## src/rtl/mem_arbiter.sv

```systemverilog
// Two-port arbiter sharing one single-port synchronous RAM between fetch and load/store.
// Latency: grant is combinational; read data/ack returns the cycle after the accept.
// Backpressure: one accept per cycle, round-robin on contention; losers see ready low and hold.
module mem_arbiter #(
  parameter int ADDR_WIDTH = 10,
  parameter int DATA_WIDTH = 32
) (
  input  logic                  clk,
  input  logic                  reset,
  input  logic                  if_valid,
  input  logic [ADDR_WIDTH-1:0] if_addr,
  output logic                  if_ready,
  input  logic                  if_flush,
  output logic                  if_rvalid,
  output logic [DATA_WIDTH-1:0] if_rdata,
  input  logic                  d_valid,
  input  logic [ADDR_WIDTH-1:0] d_addr,
  input  logic [3:0]            d_we,
  input  logic [DATA_WIDTH-1:0] d_wdata,
  output logic                  d_ready,
  output logic                  d_rvalid,
  output logic [DATA_WIDTH-1:0] d_rdata,
  output logic                  mem_en,
  output logic [ADDR_WIDTH-1:0] mem_addr,
  output logic [3:0]            mem_we,
  output logic [DATA_WIDTH-1:0] mem_wdata,
  input  logic [DATA_WIDTH-1:0] mem_rdata
);

  localparam logic GRANT_IF = 1'b0;
  localparam logic GRANT_D  = 1'b1;

  logic last_grant;
  logic pend_if;
  logic pend_d;
  logic grant_if;
  logic grant_d;

  // Pick at most one requester; on a tie the port that did not win last time goes.
  always_comb begin
    grant_if = 1'b0;
    grant_d  = 1'b0;
    if (!reset) begin
      if (if_valid && d_valid) begin
        if (last_grant == GRANT_IF) grant_d  = 1'b1;
        else                        grant_if = 1'b1;
      end else begin
        grant_if = if_valid;
        grant_d  = d_valid;
      end
    end
  end

  assign if_ready  = grant_if;
  assign d_ready   = grant_d;

  // Fetch carries no write data, so the data port's payload is only forwarded when it owns the RAM.
  assign mem_en    = grant_if | grant_d;
  assign mem_addr  = grant_d ? d_addr : if_addr;
  assign mem_we    = grant_d ? d_we : 4'b0000;
  assign mem_wdata = grant_d ? d_wdata : '0;

  // Reset also masks responses whose accept landed on the edge just before it asserted.
  assign if_rvalid = pend_if & ~reset;
  assign d_rvalid  = pend_d & ~reset;
  assign if_rdata  = mem_rdata;
  assign d_rdata   = mem_rdata;

  // Remember the last winner and which requester owns next cycle's RAM output.
  always_ff @(posedge clk) begin
    if (reset) begin
      last_grant <= GRANT_IF;
      pend_if    <= 1'b0;
      pend_d     <= 1'b0;
    end else begin
      if (grant_if || grant_d) last_grant <= grant_d ? GRANT_D : GRANT_IF;
      pend_if <= grant_if & ~if_flush;
      pend_d  <= grant_d;
    end
  end

endmodule

```

## config.mk

```make
export PLATFORM = sky130hd
export DESIGN_NAME = mem_arbiter
export DESIGN_NICKNAME = d
export VERILOG_FILES = /design/src/rtl/mem_arbiter.sv
export SDC_FILE = /design/constraint.sdc
export NUM_CORES = 1
export LEC_CHECK = 0
export BUFFER_PORTS_ARGS = -buffer_cell sky130_fd_sc_hd__buf_2
export CORE_AREA = 2 2 81 83
export CTS_BUF_LIST = sky130_fd_sc_hd__clkbuf_8
export DETAILED_ROUTE_END_ITERATION = 6
export DIE_AREA = 0 0 83 85
export GPL_TIMING_DRIVEN = 1
export MAX_ROUTING_LAYER = met4
export PLACE_DENSITY_LB_ADDON = 0.15
export SLEW_MARGIN = 20
export SYNTH_ARGS = -nofsm -noshare
export SYNTH_HDL_FRONTEND = slang
export SYNTH_SLANG_ARGS = --single-unit
```

## constraint.sdc

```tcl
create_clock -name clk -period 3.46 [get_ports clk]
set_input_delay 0.692 -clock clk [delete_from_list [all_inputs] [get_ports clk]]
set_output_delay 0.692 -clock clk [all_outputs]
set_load 0.02 [all_outputs]
```

==> results.cfg, run 1 <==
[clocking]
clock_transition_at_the_registers_of_the_reported_paths_ns = 0.03
tritoncts_num_sinks = 3
ctsHoldBuffers = 0
maximum_count_of_clock_buffers_along_a_single_path = 2
h_tree_level_count = 1
post_cts.repair.setup_buffers = 0
cts.root.buffer_cell = sky130_fd_sc_hd__clkbuf_8
tritoncts_clock_tree = yes
cts-resized-gates = 0
tritoncts.num_buffers = 3
insertion_delay_ns = 0.22

[sta]
finalWorstPathRequiredPeriod_ns = 2.64
period_share_pct = 76.3
maxClockFrequency_mhz = 379
layout_setup_ws_ns = 0.821
hold_viol_final = 0
max_slew_margin_pct = 82.1
setup_viol = 0
report.final.slew_viol_count = 0
grt_setup_unrepaired = no
timing.setup.tns_ns = 0
tightestPinTransition_ns = 0.268
timing.clock.skew_ns = 0.000455

[logic_synthesis]
synth.top_cell.area_share_pct = 48.8
post-synth-top-area-cell = sky130_fd_sc_hd__buf_4
post_synth_design_cell_area_um2 = 1000
yosysUniqueCellTypes = 12
syn-num-nets = 223
synth-edff-count = 0
top_post_synthesis_cells_by_area = sky130_fd_sc_hd__buf_4 (49%), sky130_fd_sc_hd__and2_1 (23%), sky130_fd_sc_hd__mux2_2 (11%), sky130_fd_sc_hd__dfxtp_1 (6.0%), sky130_fd_sc_hd__buf_6 (3.4%)
post-synth-top-count-cell = sky130_fd_sc_hd__buf_4
yosys_warns = 0
synth_seq_cells = 3
postSynth.asyncResetShare_pct = 0
synth.cells.most_frequent = sky130_fd_sc_hd__buf_4 (65), sky130_fd_sc_hd__and2_1 (36), sky130_fd_sc_hd__mux2_2 (10)
synth_sequential_area_ratio_pct = 6.01
syn-mean-instance-area_um2 = 7.69
post_synth_inst_count = 130
postSynth.topFlopCell = sky130_fd_sc_hd__dfxtp_1

[global_routing]
antenna_found_initial = 0
grt_start_max_net_pins = 27
number_of_global_route_vias_before_repair = 795
first_pass_grt_wire_length_um = 3900
gr-usage-all-layers_pct = 7.08
overflow = 0

[critical_path]
crit_fanout = 26
setup.reg_to_reg.worst_slack_ns = 2.63
critical_path_required_ns = 2.77
worstSetupStartpointType = primary input
endpoint_kind = output pin
timing.critical_path.slowest_stage_cell = sky130_fd_sc_hd__buf_4
timing.critical_path.slowest_cell_delay_ns = 0.30
path_class = in2out
arrival_ns = 1.95
path_cells = buf_2 -> a211oi_4 -> buf_4 -> buf_4 -> and2_1 -> buf_2

[cells_and_area]
layout-drive-gt1-share_pct = 71.3
layout.nets = 272
diodes = 0
syn2layout_area_growth_pct = 19.3
finalInstanceArea_um2 = 1190
finish.utilization_pct = 19.2

[place]
dpl-instance-area_um2 = 1150
dp_slack_ns = 0.788
dp.final_hpwl_um = 2210
port-buffer-count = 111
finalWeightedCongestion = 0.745

[routing]
detail_route.drc_violations = 0
firstDrtPassIters = 4
dr.first_iter.drc_count = 16
vias_per_cell = 3.47
drt-wirelength-per-cell_um = 10.5
via_count = 885
routed_wirelength_um = 2690
final_ant_viol_nets = 0

[job]
cap_violations = 0

[pwr]
peakVddDrop_v = 0.000178
leakage_nw = 0.731
cell_area_power_density_nw_per_um2 = 231

[die]
floorplan.die.width_um = 83
fp.dieH_um = 85
core-area_um2 = 6200
num_rows = 29
design.portCount = 208
floorplan.die_area_um2 = 7060
initial_core_utilization_pct = 16.1

[min_path]
hold_path_class = reg2reg

[run_status]
status = finished clean
final cells by class:
type	count	area (um^2)
clock buffers	3	41.3
flip-flops and latches	3	60.1
fillers	688	5010
repair buffers	113	571
multi-input cells	56	413
inverters	2	7.51
clock inverters	1	3.75
well taps	77	96.3
path summary, 6_finish.rpt:
path	cells past startpoint	end	start
setup / recovery	6	mem_wdata[25]	if_valid
hold / removal	1	last_grant	last_grant
setup reg to reg	2	pend_if	last_grant
hold reg to reg	1	last_grant	last_grant
logic make-up (layout without fill, tap and decap cells):
group                  Yosys count  in the layout  share of synthesized area, %
flip-flops                       3              3                          6.01
AO/OA/AOI/OAI                    4              4                          3.75
AND/OR/NAND/NOR                 42             42                          25.5
buffers and inverters           71            119                          53.4
multiplexers                    10             10                          11.3
worst max-delay path, delay by kind of cell:
family,cells,cell delay (ns)
buf+inv,4,0.87
compound gates,1,0.22
simple gates,1,0.15
per-layer routing:
layer | vias to the layer above | part of all wire (%) | GRT usage, % | wire length, um
met5 | - | 0 | - | 0
met4 | 0 | 2.6 | 4.32 | 71
met3 | 14 | 11 | 2.43 | 299
met2 | 76 | 49 | 11.4 | 1310
met1 | 363 | 37 | 7.48 | 1010
li1 | 432 | - | - | -
through the flow:
step / std cells / hold slack, ns / power [W]
after floorplan: 130 / 0.495 / 0.000224
after global placement: 251 / 0.590 / 0.000180
after detailed placement: 251 / 0.572 / 0.000178
after CTS: 255 / 0.580 / 0.000280
after global routing: 255 / 0.605 / 0.000295
final: 255 / 0.577 / 0.000275
layout by cell type (no fill, tap or decap):
cell type | netlist | routed
sky130_fd_sc_hd__inv_1 | 2 | 3
sky130_fd_sc_hd__buf_4 | 65 | 2
sky130_fd_sc_hd__o211a_1 | 1 | 1
sky130_fd_sc_hd__nor2b_1 | 3 | 3
sky130_fd_sc_hd__nor2_1 | 3 | 3
sky130_fd_sc_hd__mux2_2 | 10 | 10
sky130_fd_sc_hd__a211oi_1 | 2 | 2
sky130_fd_sc_hd__buf_2 | 1 | 111
sky130_fd_sc_hd__dfxtp_1 | 3 | 3
sky130_fd_sc_hd__a211oi_4 | 0 | 1
sky130_fd_sc_hd__and2_1 | 36 | 36
sky130_fd_sc_hd__clkbuf_8 | 0 | 3
flip-flops by register name, indices dropped and copies added, names as in the netlist:
register and count:
last_grant 1, pend_d 1, pend_if 1
power by group:
part           internal, W  switching, W  total (W)
clock network    0.0000755     0.0000236  0.0000991
registers        0.0000369    0.00000180  0.0000387
logic            0.0000641     0.0000731   0.000137
total             0.000177     0.0000985   0.000275
No activity file was read; power rests on OpenSTA's default activity.
==> inputs of run 2 (changes only) <==
ABC_AREA = 1   (was unset)
CORE_AREA = 2 2 82 84   (was 2 2 81 83)
DIE_AREA = 0 0 84 86   (was 0 0 83 85)
clock period = 2.75 ns   (was 3.46 ns; I/O delays follow)
==> results.cfg, run 2 <==
[run_status]
status = finished clean

[clocking]
tritoncts.num_buffers = 3
post_cts.repair.setup_buffers = 0
cts-resized-gates = 0
cts.root.buffer_cell = sky130_fd_sc_hd__clkbuf_8
ctsHoldBuffers = 0
h_tree_level_count = 1
insertion_delay_ns = 0.21
maximum_count_of_clock_buffers_along_a_single_path = 2
tritoncts_clock_tree = yes
tritoncts_num_sinks = 3
clock_transition_at_the_registers_of_the_reported_paths_ns = 0.03

[routing]
dr.first_iter.drc_count = 13
final_ant_viol_nets = 0
detail_route.drc_violations = 0
via_count = 1138
routed_wirelength_um = 3020
drt-wirelength-per-cell_um = 9.50
vias_per_cell = 3.58
firstDrtPassIters = 2

[die]
floorplan.die.width_um = 84
num_rows = 29
floorplan.die_area_um2 = 7220
design.portCount = 208
initial_core_utilization_pct = 17.4
core-area_um2 = 6280
fp.dieH_um = 86

[pwr]
peakVddDrop_v = 0.000203
totalPowerFinal_w = 0.000361
cell_area_power_density_nw_per_um2 = 282
leakage_nw = 0.973

[logic_synthesis]
yosysUniqueCellTypes = 12
postSynth.topFlopCell = sky130_fd_sc_hd__dfxtp_1
synth.cells.most_frequent = sky130_fd_sc_hd__buf_4 (65), sky130_fd_sc_hd__inv_1 (42), sky130_fd_sc_hd__nor2_1 (34)
postSynth.asyncResetShare_pct = 0
synth-edff-count = 0
syn-mean-instance-area_um2 = 5.59
top_post_synthesis_cells_by_area = sky130_fd_sc_hd__buf_4 (45%), sky130_fd_sc_hd__inv_1 (14%), sky130_fd_sc_hd__nor2_1 (12%), sky130_fd_sc_hd__nand2_1 (8.3%), sky130_fd_sc_hd__nand4_1 (5.7%)
syn-num-nets = 288
synth_seq_cells = 3
post_synth_inst_count = 195
post-synth-top-count-cell = sky130_fd_sc_hd__buf_4
synth.top_cell.area_share_pct = 44.8
post-synth-top-area-cell = sky130_fd_sc_hd__buf_4
synth_sequential_area_ratio_pct = 5.51
yosys_warns = 0
post_synth_design_cell_area_um2 = 1090

[global_routing]
first_pass_grt_wire_length_um = 4890
overflow = 0
grt_start_max_net_pins = 31
number_of_global_route_vias_before_repair = 1110
gr-usage-all-layers_pct = 8.24
antenna_found_initial = 0

[sta]
max_slew_margin_pct = 77.0
timing.clock.skew_ns = 0.000763
finalWorstPathRequiredPeriod_ns = 2.10
grt_setup_unrepaired = no
period_share_pct = 76.3
layout_setup_ws_ns = 0.652
report.final.slew_viol_count = 0
maxClockFrequency_mhz = 477
setup_viol = 0
tightestPinTransition_ns = 0.345
timing.setup.tns_ns = 0
hold_viol_final = 0

[critical_path]
endpoint_kind = output pin
critical_path_required_ns = 2.20
cp.buffers_inverters = 4
cpLargestDelayFamily = buffers and inverters
setup.reg_to_reg.worst_slack_ns = 1.72
path_cells = buf_2 -> inv_2 -> nand3_2 -> buf_4 -> nand2_1 -> nand2_1 -> buf_2
timing.critical_path.slowest_cell_delay_ns = 0.33
worstSetupStartpointType = primary input
path_class = in2out
arrival_ns = 1.55
crit_fanout = 30
timing.critical_path.slowest_stage_cell = sky130_fd_sc_hd__buf_4

[cells_and_area]
layout-drive-gt1-share_pct = 52.3
final_cell_mix = sky130_fd_sc_hd__buf_2 (111), sky130_fd_sc_hd__inv_1 (43), sky130_fd_sc_hd__nor2_1 (34), sky130_fd_sc_hd__nand2_1 (24), sky130_fd_sc_hd__nand4_1 (10)
syn2layout_area_growth_pct = 17.5
diodes = 0
layout.nets = 335
multiInputGateArea_um2 = 339
layout.filler_cells = 774
post_layout_nonfiller_instances = 318
most_common_library_cell_in_the_layout_ignoring_fill_and_taps = sky130_fd_sc_hd__buf_2
register_area_um2 = 60.1
biggestRegsByFlops = last_grant: 1 flops, pend_d: 1 flops, pend_if: 1 flops

[job]
cap_violations = 0

[place]
port-buffer-count = 111
instance_count_after_placement_with_tap_cells_included = 314
dp.final_hpwl_um = 2510
finalWeightedCongestion = 0.611
dp_slack_ns = 0.645

[min_path]
hold_path_class = in2reg
[run 2: changes by cell type in the layout (fill, tap and decap cells not counted), moves of 2 or more]
cell and change:
sky130_fd_sc_hd__inv_1 +40, sky130_fd_sc_hd__nand2_1 +24, sky130_fd_sc_hd__nor2_2 +7, sky130_fd_sc_hd__mux2_2 -10, sky130_fd_sc_hd__and2_1 -36, sky130_fd_sc_hd__nand4_1 +10
sky130_fd_sc_hd__nor2_1 +31, sky130_fd_sc_hd__a211oi_1 -2, sky130_fd_sc_hd__nor2b_1 -3
[run 2: metrics by stage]
| step | hold slack, ns | utilization (%) | area, um^2 |
|---|---|---|---|
| 3_3_place_gp | 0.499 | 19.7 | 1230 |
| 4_1_cts | 0.490 | 20.4 | 1280 |
| 6_report | 0.492 | 20.4 | 1280 |
| 5_1_grt | 0.498 | 20.4 | 1280 |
| 3_5_place_dp | 0.500 | 19.7 | 1230 |
| 2_1_floorplan | 0.478 | - | 1090 |
[run 2: final cells by class]
class | instances | share of cell area, %
repair buffers | 114 | 45.2
multi-input cells | 77 | 26.5
inverters | 43 | 12.6
well taps | 77 | 7.53
flip-flops and latches | 3 | 4.69
clock buffers | 3 | 3.23
clock inverters | 1 | 0.293
[run 2: cells by family after synthesis]
kind of cell	share of synthesized area, %
and+or+nand+nor	31.1
DFF	5.51
buffers and inverters	63.4
[run 2: power breakdown]
group / leakage (nW) / switching (W) / internal (W)
Sequential: 0.0248 / 0.00000126 / 0.0000464
Clock: 0.0269 / 0.0000273 / 0.0000949
Combinational: 0.921 / 0.000115 / 0.0000754
[run 2: worst register-to-register path, cell delays in order, from the launching register on]
cell                      delay (ns)
sky130_fd_sc_hd__dfxtp_1        0.34
sky130_fd_sc_hd__nand2_1        0.09
sky130_fd_sc_hd__nand3_2        0.07
sky130_fd_sc_hd__buf_4          0.33
sky130_fd_sc_hd__inv_1          0.07
[run 2: path summary, 6_finish.rpt]
path | start | endpoint | depth (start not counted)
worst min register to register | last_grant | last_grant | 2
worst min-delay path | if_flush | pend_if | 2
worst max-delay path | reset | mem_addr[5] | 7
worst max register to register | last_grant | pend_d | 4
[run 2: routing by layer]
metal	share of wire, %	track usage (%)	wire, um	vias to the layer above
li1	-	-	-	585
met1	40	9.68	1210	446
met2	44	13.2	1340	87
met3	12	1.64	351	20
met4	4.0	4.55	121	0
met5	0	-	0	-
